[src/rtl/meas_spi_reader.sv]
// SPI mode-0 reader: sends a read command, then clocks in num_words 24-bit samples.
// Each sample arrives as three bytes, lowest byte first and MSB first within each byte.
module meas_spi_reader #(
   parameter int         CLK_DIV  = 3,
   parameter logic [7:0] CMD_READ = 8'h05,
   parameter int         CS_SETUP = 4,
   parameter int         CS_HOLD  = 4
) (
   input  logic        clk_12mhz,
   input  logic        rst_sync,
   input  logic        start,
   input  logic [3:0]  num_words,
   input  logic        abort,
   output logic        spi_cs,
   output logic        spi_clk,
   output logic        spi_mosi,
   input  logic        spi_miso,
   output logic [23:0] word_data,
   output logic        word_valid,
   output logic        busy,
   output logic        done,
   output logic        aborted
);

   typedef enum logic [2:0] {IDLE, SETUP, CMD, DATA, HOLD} state_t;

   localparam logic [3:0] DIV_LAST   = 4'(CLK_DIV - 1);
   localparam logic [7:0] SETUP_LAST = 8'(CS_SETUP - 1);
   localparam logic [7:0] HOLD_LAST  = 8'(CS_HOLD - 1);

   state_t      state, state_n;
   logic [7:0]  timer, timer_n;
   logic [3:0]  div_cnt, div_n;
   logic [4:0]  bit_cnt, bit_n;
   logic [7:0]  cmd_sr, cmd_n;
   logic [23:0] rx_sr, rx_n;
   logic [3:0]  words_left, words_n;
   logic        ab_flag, ab_n;
   logic        wv_pend, wv_pend_n;

   logic        cs_n, sck_n, mosi_n, wvalid_n, busy_n, done_n, aborted_n;
   logic [23:0] wdata_n;

   logic        half_end, final_bit, last_edge, enter_hold, hold_ab;

   always_ff @(posedge clk_12mhz or posedge rst_sync) begin
      if (rst_sync) begin
         state      <= IDLE;
         timer      <= '0;
         div_cnt    <= '0;
         bit_cnt    <= '0;
         cmd_sr     <= '0;
         rx_sr      <= '0;
         words_left <= '0;
         ab_flag    <= 1'b0;
         wv_pend    <= 1'b0;
         spi_cs     <= 1'b1;
         spi_clk    <= 1'b0;
         spi_mosi   <= 1'b0;
         word_data  <= '0;
         word_valid <= 1'b0;
         busy       <= 1'b0;
         done       <= 1'b0;
         aborted    <= 1'b0;
      end else begin
         state      <= state_n;
         timer      <= timer_n;
         div_cnt    <= div_n;
         bit_cnt    <= bit_n;
         cmd_sr     <= cmd_n;
         rx_sr      <= rx_n;
         words_left <= words_n;
         ab_flag    <= ab_n;
         wv_pend    <= wv_pend_n;
         spi_cs     <= cs_n;
         spi_clk    <= sck_n;
         spi_mosi   <= mosi_n;
         word_data  <= wdata_n;
         word_valid <= wvalid_n;
         busy       <= busy_n;
         done       <= done_n;
         aborted    <= aborted_n;
      end
   end

   always_comb begin
      state_n    = state;
      timer_n    = timer;
      div_n      = div_cnt;
      bit_n      = bit_cnt;
      cmd_n      = cmd_sr;
      rx_n       = rx_sr;
      words_n    = words_left;
      ab_n       = ab_flag;
      wv_pend_n  = 1'b0;
      cs_n       = spi_cs;
      sck_n      = spi_clk;
      mosi_n     = spi_mosi;
      wdata_n    = word_data;
      wvalid_n   = 1'b0;
      busy_n     = busy;
      done_n     = 1'b0;
      aborted_n  = 1'b0;
      enter_hold = 1'b0;
      hold_ab    = 1'b0;

      half_end  = (div_cnt == DIV_LAST);
      final_bit = (words_left == 4'd0) &&
                  (((state == CMD) && (bit_cnt == 5'd7)) ||
                   ((state == DATA) && (bit_cnt == 5'd23)));
      // an abort landing on the natural last edge is just the normal finish
      last_edge = half_end && spi_clk && final_bit;

      // the word completed on the previous SCK rise is published regardless of abort
      if (wv_pend) begin
         wdata_n  = {rx_sr[7:0], rx_sr[15:8], rx_sr[23:16]};
         wvalid_n = 1'b1;
      end

      case (state)
         IDLE: begin
            if (start) begin
               state_n = SETUP;
               timer_n = '0;
               cs_n    = 1'b0;
               busy_n  = 1'b1;
               words_n = num_words;
               ab_n    = 1'b0;
            end
         end

         SETUP: begin
            if (abort) begin
               enter_hold = 1'b1;
               hold_ab    = 1'b1;
            end else if (timer == SETUP_LAST) begin
               state_n = CMD;
               div_n   = '0;
               bit_n   = '0;
               sck_n   = 1'b0;
               mosi_n  = CMD_READ[7];
               cmd_n   = {CMD_READ[6:0], 1'b0};
            end else begin
               timer_n = timer + 8'd1;
            end
         end

         CMD, DATA: begin
            if (abort && !last_edge) begin
               enter_hold = 1'b1;
               hold_ab    = (state == CMD) || (words_left != 4'd0);
            end else if (!half_end) begin
               div_n = div_cnt + 4'd1;
            end else begin
               div_n = '0;
               if (!spi_clk) begin
                  sck_n = 1'b1;
                  if (state == DATA) begin
                     rx_n = {rx_sr[22:0], spi_miso};
                     if (bit_cnt == 5'd23) begin
                        words_n   = words_left - 4'd1;
                        wv_pend_n = 1'b1;
                     end
                  end
               end else if (final_bit) begin
                  enter_hold = 1'b1;
               end else begin
                  sck_n = 1'b0;
                  if (state == CMD) begin
                     if (bit_cnt == 5'd7) begin
                        state_n = DATA;
                        bit_n   = '0;
                        mosi_n  = 1'b0;
                     end else begin
                        bit_n  = bit_cnt + 5'd1;
                        mosi_n = cmd_sr[7];
                        cmd_n  = {cmd_sr[6:0], 1'b0};
                     end
                  end else begin
                     bit_n  = (bit_cnt == 5'd23) ? 5'd0 : bit_cnt + 5'd1;
                     mosi_n = 1'b0;
                  end
               end
            end
         end

         HOLD: begin
            if (timer == HOLD_LAST) begin
               state_n = IDLE;
               busy_n  = 1'b0;
            end else begin
               timer_n = timer + 8'd1;
            end
         end

         default: state_n = IDLE;
      endcase

      if (enter_hold) begin
         state_n = HOLD;
         timer_n = '0;
         cs_n    = 1'b1;
         sck_n   = 1'b0;
         mosi_n  = 1'b0;
         ab_n    = hold_ab;
      end

      // registered so done/aborted coincide with the final HOLD cycle
      if ((state_n == HOLD) && (timer_n == HOLD_LAST)) begin
         done_n    = 1'b1;
         aborted_n = ab_n;
      end
   end

endmodule

[config.mk]
export PLATFORM = sky130hd
export DESIGN_NAME = meas_spi_reader
export DESIGN_NICKNAME = d
export VERILOG_FILES = /design/src/rtl/meas_spi_reader.sv
export SDC_FILE = /design/constraint.sdc
export NUM_CORES = 1
export LEC_CHECK = 0
export CAP_MARGIN = 10
export CORE_MARGIN = 5
export CORE_UTILIZATION = 57
export DETAILED_ROUTE_END_ITERATION = 6
export PLACE_DENSITY = 0.8
export SLEW_MARGIN = 15
export SYNTH_ARGS = -nofsm -noshare
export SYNTH_HDL_FRONTEND = slang
export SYNTH_SLANG_ARGS = --single-unit
export TNS_END_PERCENT = 30
[constraint.sdc]
create_clock -name clk_12mhz -period 3.81 [get_ports clk_12mhz]
set_input_delay 0.9525 -clock clk_12mhz [delete_from_list [all_inputs] [get_ports clk_12mhz]]
set_output_delay 0.9525 -clock clk_12mhz [all_outputs]
set_load 0.005 [all_outputs]
==> results.tsv <==
metric	value	unit
status	complete, no violations	
Async SR Flop Fraction	100	%
cts bufs inserted	9	
maximum clock rate	0.315	GHz
minimum clock period	3180	ps
delay-heaviest family, CP	simple AND/OR/NAND/NOR gates	
CTS sink count	88	
hold path depth	1	
min-delay worst type	reg2reg	
PortBufs	39	
crit path cell chain	inv_1 -> ha_1 -> or3b_1 -> or3_1 -> o31ai_2 -> a311oi_1 -> nand4bb_1 -> nor4b_2	
Seq cells post-synth	88	
Rel. slew slack	26.2	%
WP data required	4070	ps
top post-synthesis cells by area	dfrtp_1 54%, mux2_2 15%, nor2_1 2.4%, nand2_1 2.1%, o21ai_0 2.0%	
Setup crit end kind	flip-flop	
cts hold-fix bufs	0	
most common cell after layout, fill and taps aside	dfrtp_1	
leakage	2.18	nW
area grow syn2layout	17.2	%
Starting DRT DRC Count	109	
synthesized area	4040	um^2
library cells used by synthesis	63	
I/O pin cnt	40	
Pwr Density	468	nW/um^2
remaining global-route overflow	0	
vias in the first global route	2732	
cells resized by post-CTS repair	0	
remaining routing DRC violations	0	
Placed Area	4530	um^2
Max Cap Viol	0	
Slowest-stage cell, CP	o31ai_2	
layout cells sized above 1	23.5	%
Final TNS setup	0	ps
die height	94.2	um
worst path buffer plus inverter count	1	
CTS H-tree lvls	3	
drt wl/cell	15.4	um
Primary FF master, synth	dfrtp_1	
num rows	30	
final hold vios	0	
Slew @ Worst Pin	1100	ps
worst r2r dst	aborted$_DFF_PP0_	
CTS Root Cell	clkbuf_8	
routability cong.	0.855	
path length in cells of the critical path	8	
largest net degree at the start of global routing	72	
Hold WS	510	ps
max incr delay on CP	930	ps
Total GRT Usage	18.5	%
initial antenna violation count	0	
DRT Wirelength	7480	um
CTS tree	built	
Core ar.	6830	um^2
ANT cells	0	
first-pass GRT wire length	13000	um
most frequent cells in the layout	87 x dfrtp_1, 52 x mux2_2, 39 x clkdlybuf4s50_1	
clock slew at reported path FFs	100	ps
Crit Path Class	reg2reg	
Slew Viols, Final	0	
average size of a mapped cell	11.7	um^2
Hold Startpoint	rx_sr[23]$_DFFE_PP0P_	
Post-Syn Instances	346	
nets@finish	399	
RSZ-0062 raised after global routing	false	
crit-path max FO	15	
TritonRoute pass-1 iters	4	
DR vias/cell	5.72	
final setup fails	0	
die area	8870	um^2
sequential fraction of the synthesis area	54.6	%
Post-synth EDFFs	0	
post-DP HPWL	5230	um
Peak VDD IR	0.000396	V
via count	2787	
minimum setup slack among reg-to-reg paths	630	ps
Worst setup startpoint	words_left[0]$_DFFE_PP0P_	
DIE WIDTH	94.2	um
period utilization	83.3	%
FF-to-FF path depth	8	
Yosys top cell area share	53.9	%
clock buffer depth	2	
syn_nets	359	
Worst Hold End	word_data[7]$_DFFE_PP0P_	
post-CTS setup buffer count	0	
CP arrival	3430	ps
worst skew pair latency	350	ps
Setup crit start kind	flip-flop	
design area	4730	um^2
ANT nets after route	0	
Initial Utilization	59.1	%
Worst R2R Start	words_left[0]$_DFFE_PP0P_	
yosys warns	0	
Setup Skew	10.1	ps
Synth area leader	dfrtp_1	
per-stage QoR:
step / total power, W / utilization, % / cells / worst slack [ps]
2_1_floorplan: 0.00148 / - / 346 / 581
3_3_place_gp: 0.00159 / 66.4 / 471 / 574
3_5_place_dp: 0.00161 / 66.4 / 471 / 506
4_1_cts: 0.00224 / 69.2 / 487 / 642
5_1_grt: 0.00236 / 69.2 / 487 / 401
6_report: 0.00222 / 69.2 / 487 / 635
power by group:
| group | internal, W | total [W] | switching (W) |
|---|---|---|---|
| registers | 0.00102 | 0.00111 | 0.0000910 |
| clock network | 0.000259 | 0.000624 | 0.000366 |
| logic | 0.000216 | 0.000478 | 0.000262 |
Yosys cell counts (3+ instances only):
cell,n
dfrtp_1,87
mux2_2,52
nor2_1,26
nand2_1,23
o21ai_0,16
a21oi_1,11
clkbuf_1,10
nor3_1,10
inv_1,9
nand2b_1,6
nand3_1,6
o21ai_1,5
a21o_1,4
buf_2,4
ha_1,4
or3_1,4
and3_2,3
mux2i_1,3
nand4_1,3
nor4b_2,3
o31ai_1,3
worst register-to-register path, cell delays in order, from the launching register on:
cell and delay [ps]:
dfrtp_1 400, inv_1 100, ha_1 140, or3b_1 410, or3_1 450, o31ai_2 930
a311oi_1 120, nand4bb_1 290, nor4b_2 260
registers in the layout, summed over array words and instances, names as in the netlist, 3 cells and up:
register    cells
cmd_sr          7
rx_sr          24
state           3
bit_cnt         5
timer           8
words_left      4
div_cnt         4
word_data      24
cell type report:
| class | instances | area, um^2 |
|---|---|---|
| clock buffer | 9 | 124 |
| clock inverter | 7 | 73.8 |
| fill | 515 | 2100 |
| inverter | 9 | 35.0 |
| multi-input combinational | 234 | 1730 |
| sequential | 88 | 2200 |
| tap | 96 | 120 |
| timing repair buffer | 44 | 440 |
kinds of logic (layout without fill, tap and decap cells):
logic type	count (synthesis)	in the layout	share of synthesized area, %
AO/OA/AOI/OAI	67	67	11.5
XOR/XNOR	4	4	0.868
adder cells (fa/ha/maj)	4	4	1.24
buffers and inverters	24	69	2.60
flip-flops	88	88	54.6
multiplexers	55	55	15.2
AND/OR/NAND/NOR	104	104	14.0
per-layer routing:
layer | wire [um] | vias to the layer above | global-route usage [%]
met5 | 0 | - | 0
met4 | 58 | 0 | 4.21
met3 | 329 | 6 | 4.17
met2 | 3650 | 61 | 29.9
met1 | 3440 | 1384 | 25.4
li1 | - | 1336 | -
how the worst max path moves through the flow:
| stage | endpoint | slack (ps) |
|---|---|---|
| floorplan | ab_flag$_DFF_PP0_ | 580 |
| global placement | done$_DFF_PP0_ | 570 |
| detailed placement | done$_DFF_PP0_ | 510 |
| CTS | aborted$_DFF_PP0_ | 640 |
| global route | aborted$_DFF_PP0_ | 400 |
| finish | aborted$_DFF_PP0_ | 630 |
(Power assumes the default switching activity.)
==> RTL edit, RTL diff (config.mk and constraints unchanged) <==
`cmd_sr` no longer has a reset.
--- a/src/rtl/meas_spi_reader.sv
+++ b/src/rtl/meas_spi_reader.sv
@@ -50,5 +50,4 @@
          div_cnt    <= '0;
          bit_cnt    <= '0;
-         cmd_sr     <= '0;
          rx_sr      <= '0;
          words_left <= '0;
@@ -68,5 +67,4 @@
          div_cnt    <= div_n;
          bit_cnt    <= bit_n;
-         cmd_sr     <= cmd_n;
          rx_sr      <= rx_n;
          words_left <= words_n;
@@ -82,4 +80,8 @@
          aborted    <= aborted_n;
       end
+   end
+
+   always_ff @(posedge clk_12mhz) begin
+      cmd_sr <= cmd_n;
    end
 
Check against the original RTL: same outputs for any inputs over 4 cycles, from zero or initial values and one cycle with rst_sync high; that may be too few to reach the edited logic, so the function may still have changed.
==> RTL edit against the unedited design <==
  * Final area decreased by 0.37%
  * Clock skew is 0.0013 ns lower
  * Clock power shrank 4.3%
  * Area after synthesis up 0.62%
  * Routed wire length is 1.5% higher
  * Critical path depth shrank 1
  * Count of clock-buffer cells in the layout up 2
  * Setup slack gained 0.22 ns
  * Sequential cell count unchanged
  * Power down 4.9%
  * Largest power group unchanged
==> RTL edit: results (changes against the unedited design) <==
Placement
  • Placer Congestion: 0.9734 (+14%)
  • Worst slack at placement: 0.5212 ns (+0.01480 ns)

Hold path
  • Min-Delay Endpoint: word_data[1]
  • HP Start: word_data[1]

Critical path
  • Crit. Startpoint: abort
  • Max stage delay cell, worst path: or4b_1
  • R2R Setup Slk: 1.12 ns (+0.49 ns)
  • Reg-to-Reg Start: timer[0]
  • Worst path arrival time: 3.24 ns (-0.19 ns)
  • Critical Path Fanout Max: 9 (-6)

Power and ir drop
  • P_sw: 660.6 µW (-8.1%)
  • LEAKAGE: 0.002032 µW (-6.7%)
  • Clock group: 597 µW (-4.3%)

Layout
  • Fin cells: 484 (-0.62%)
  • Final net count: 396 (-0.75%)

Status
  • Status: finished, final reports clean

Global routing
  • Global-route wire length before repair: 13040 µm (+0.22%)
  • Vias in the first global route: 2719 (-0.48%)
  • Gr usage total: 0.1863 (+0.001712)
  • Largest net degree at the start of global routing: 50 (-31%)

STA
  • Final clock skew: 0.008801 ns (-0.001261 ns)
  • Relative slew slack: 0.3220 (+0.06040)
  • Fin crit share: 0.7753 (-0.05805)

Route
  • Detailed-route via count: 2805 (+0.65%)
  • Routed len/inst: 15.69 µm (+2.2%)

Synth
  • Synth top cells by count: dfrtp_1, mux2_2, nor2_1
  • Post-synth EDFFs: 7 (+7)
  • Sequential area share after synthesis: 0.5510 (+0.005262)
  • Synth unique cells: 61 (-3.2%)
  • Synth top area cells: dfrtp_1, mux2_2, edfxtp_1, nor2_1, o21ai_0
  • Post-synth ARST share: 0.9205 (-0.07955)
[RTL edit: changes by cell type after synthesis, sizes merged, moves of 4 or more]
cell    delta
nand3      +6
o21ai      -5
edfxtp     +7
a21o       -4
and2       +8
dfrtp      -7
[RTL edit: final cells by class]
class,count,area [µm²]
fill,496,2156
multi-input combinational,231,1712
tap,96,120.1
clock buffer,11,141.4
sequential,88,2238
timing repair buffer,44,427.9
clock inverter,5,38.79
inverter,9,35.03
[RTL edit: kinds of logic after synthesis]
group,Yosys count,synth area share
xor+xnor,3,0.006469
buf+inv,27,0.02926
simple gates,115,0.1602
compound gates,59,0.1026
flops,88,0.5510
mux,50,0.1383
fa+ha+maj,4,0.01232
[RTL edit: metal layers]
layer	part of all wire	up-vias	global-route usage
met4	0.025	0	0.07581
met1	0.47	1388	0.2535
li1	-	1330	-
met2	0.45	70	0.2849
met5	0	-	0
met3	0.052	17	0.04940
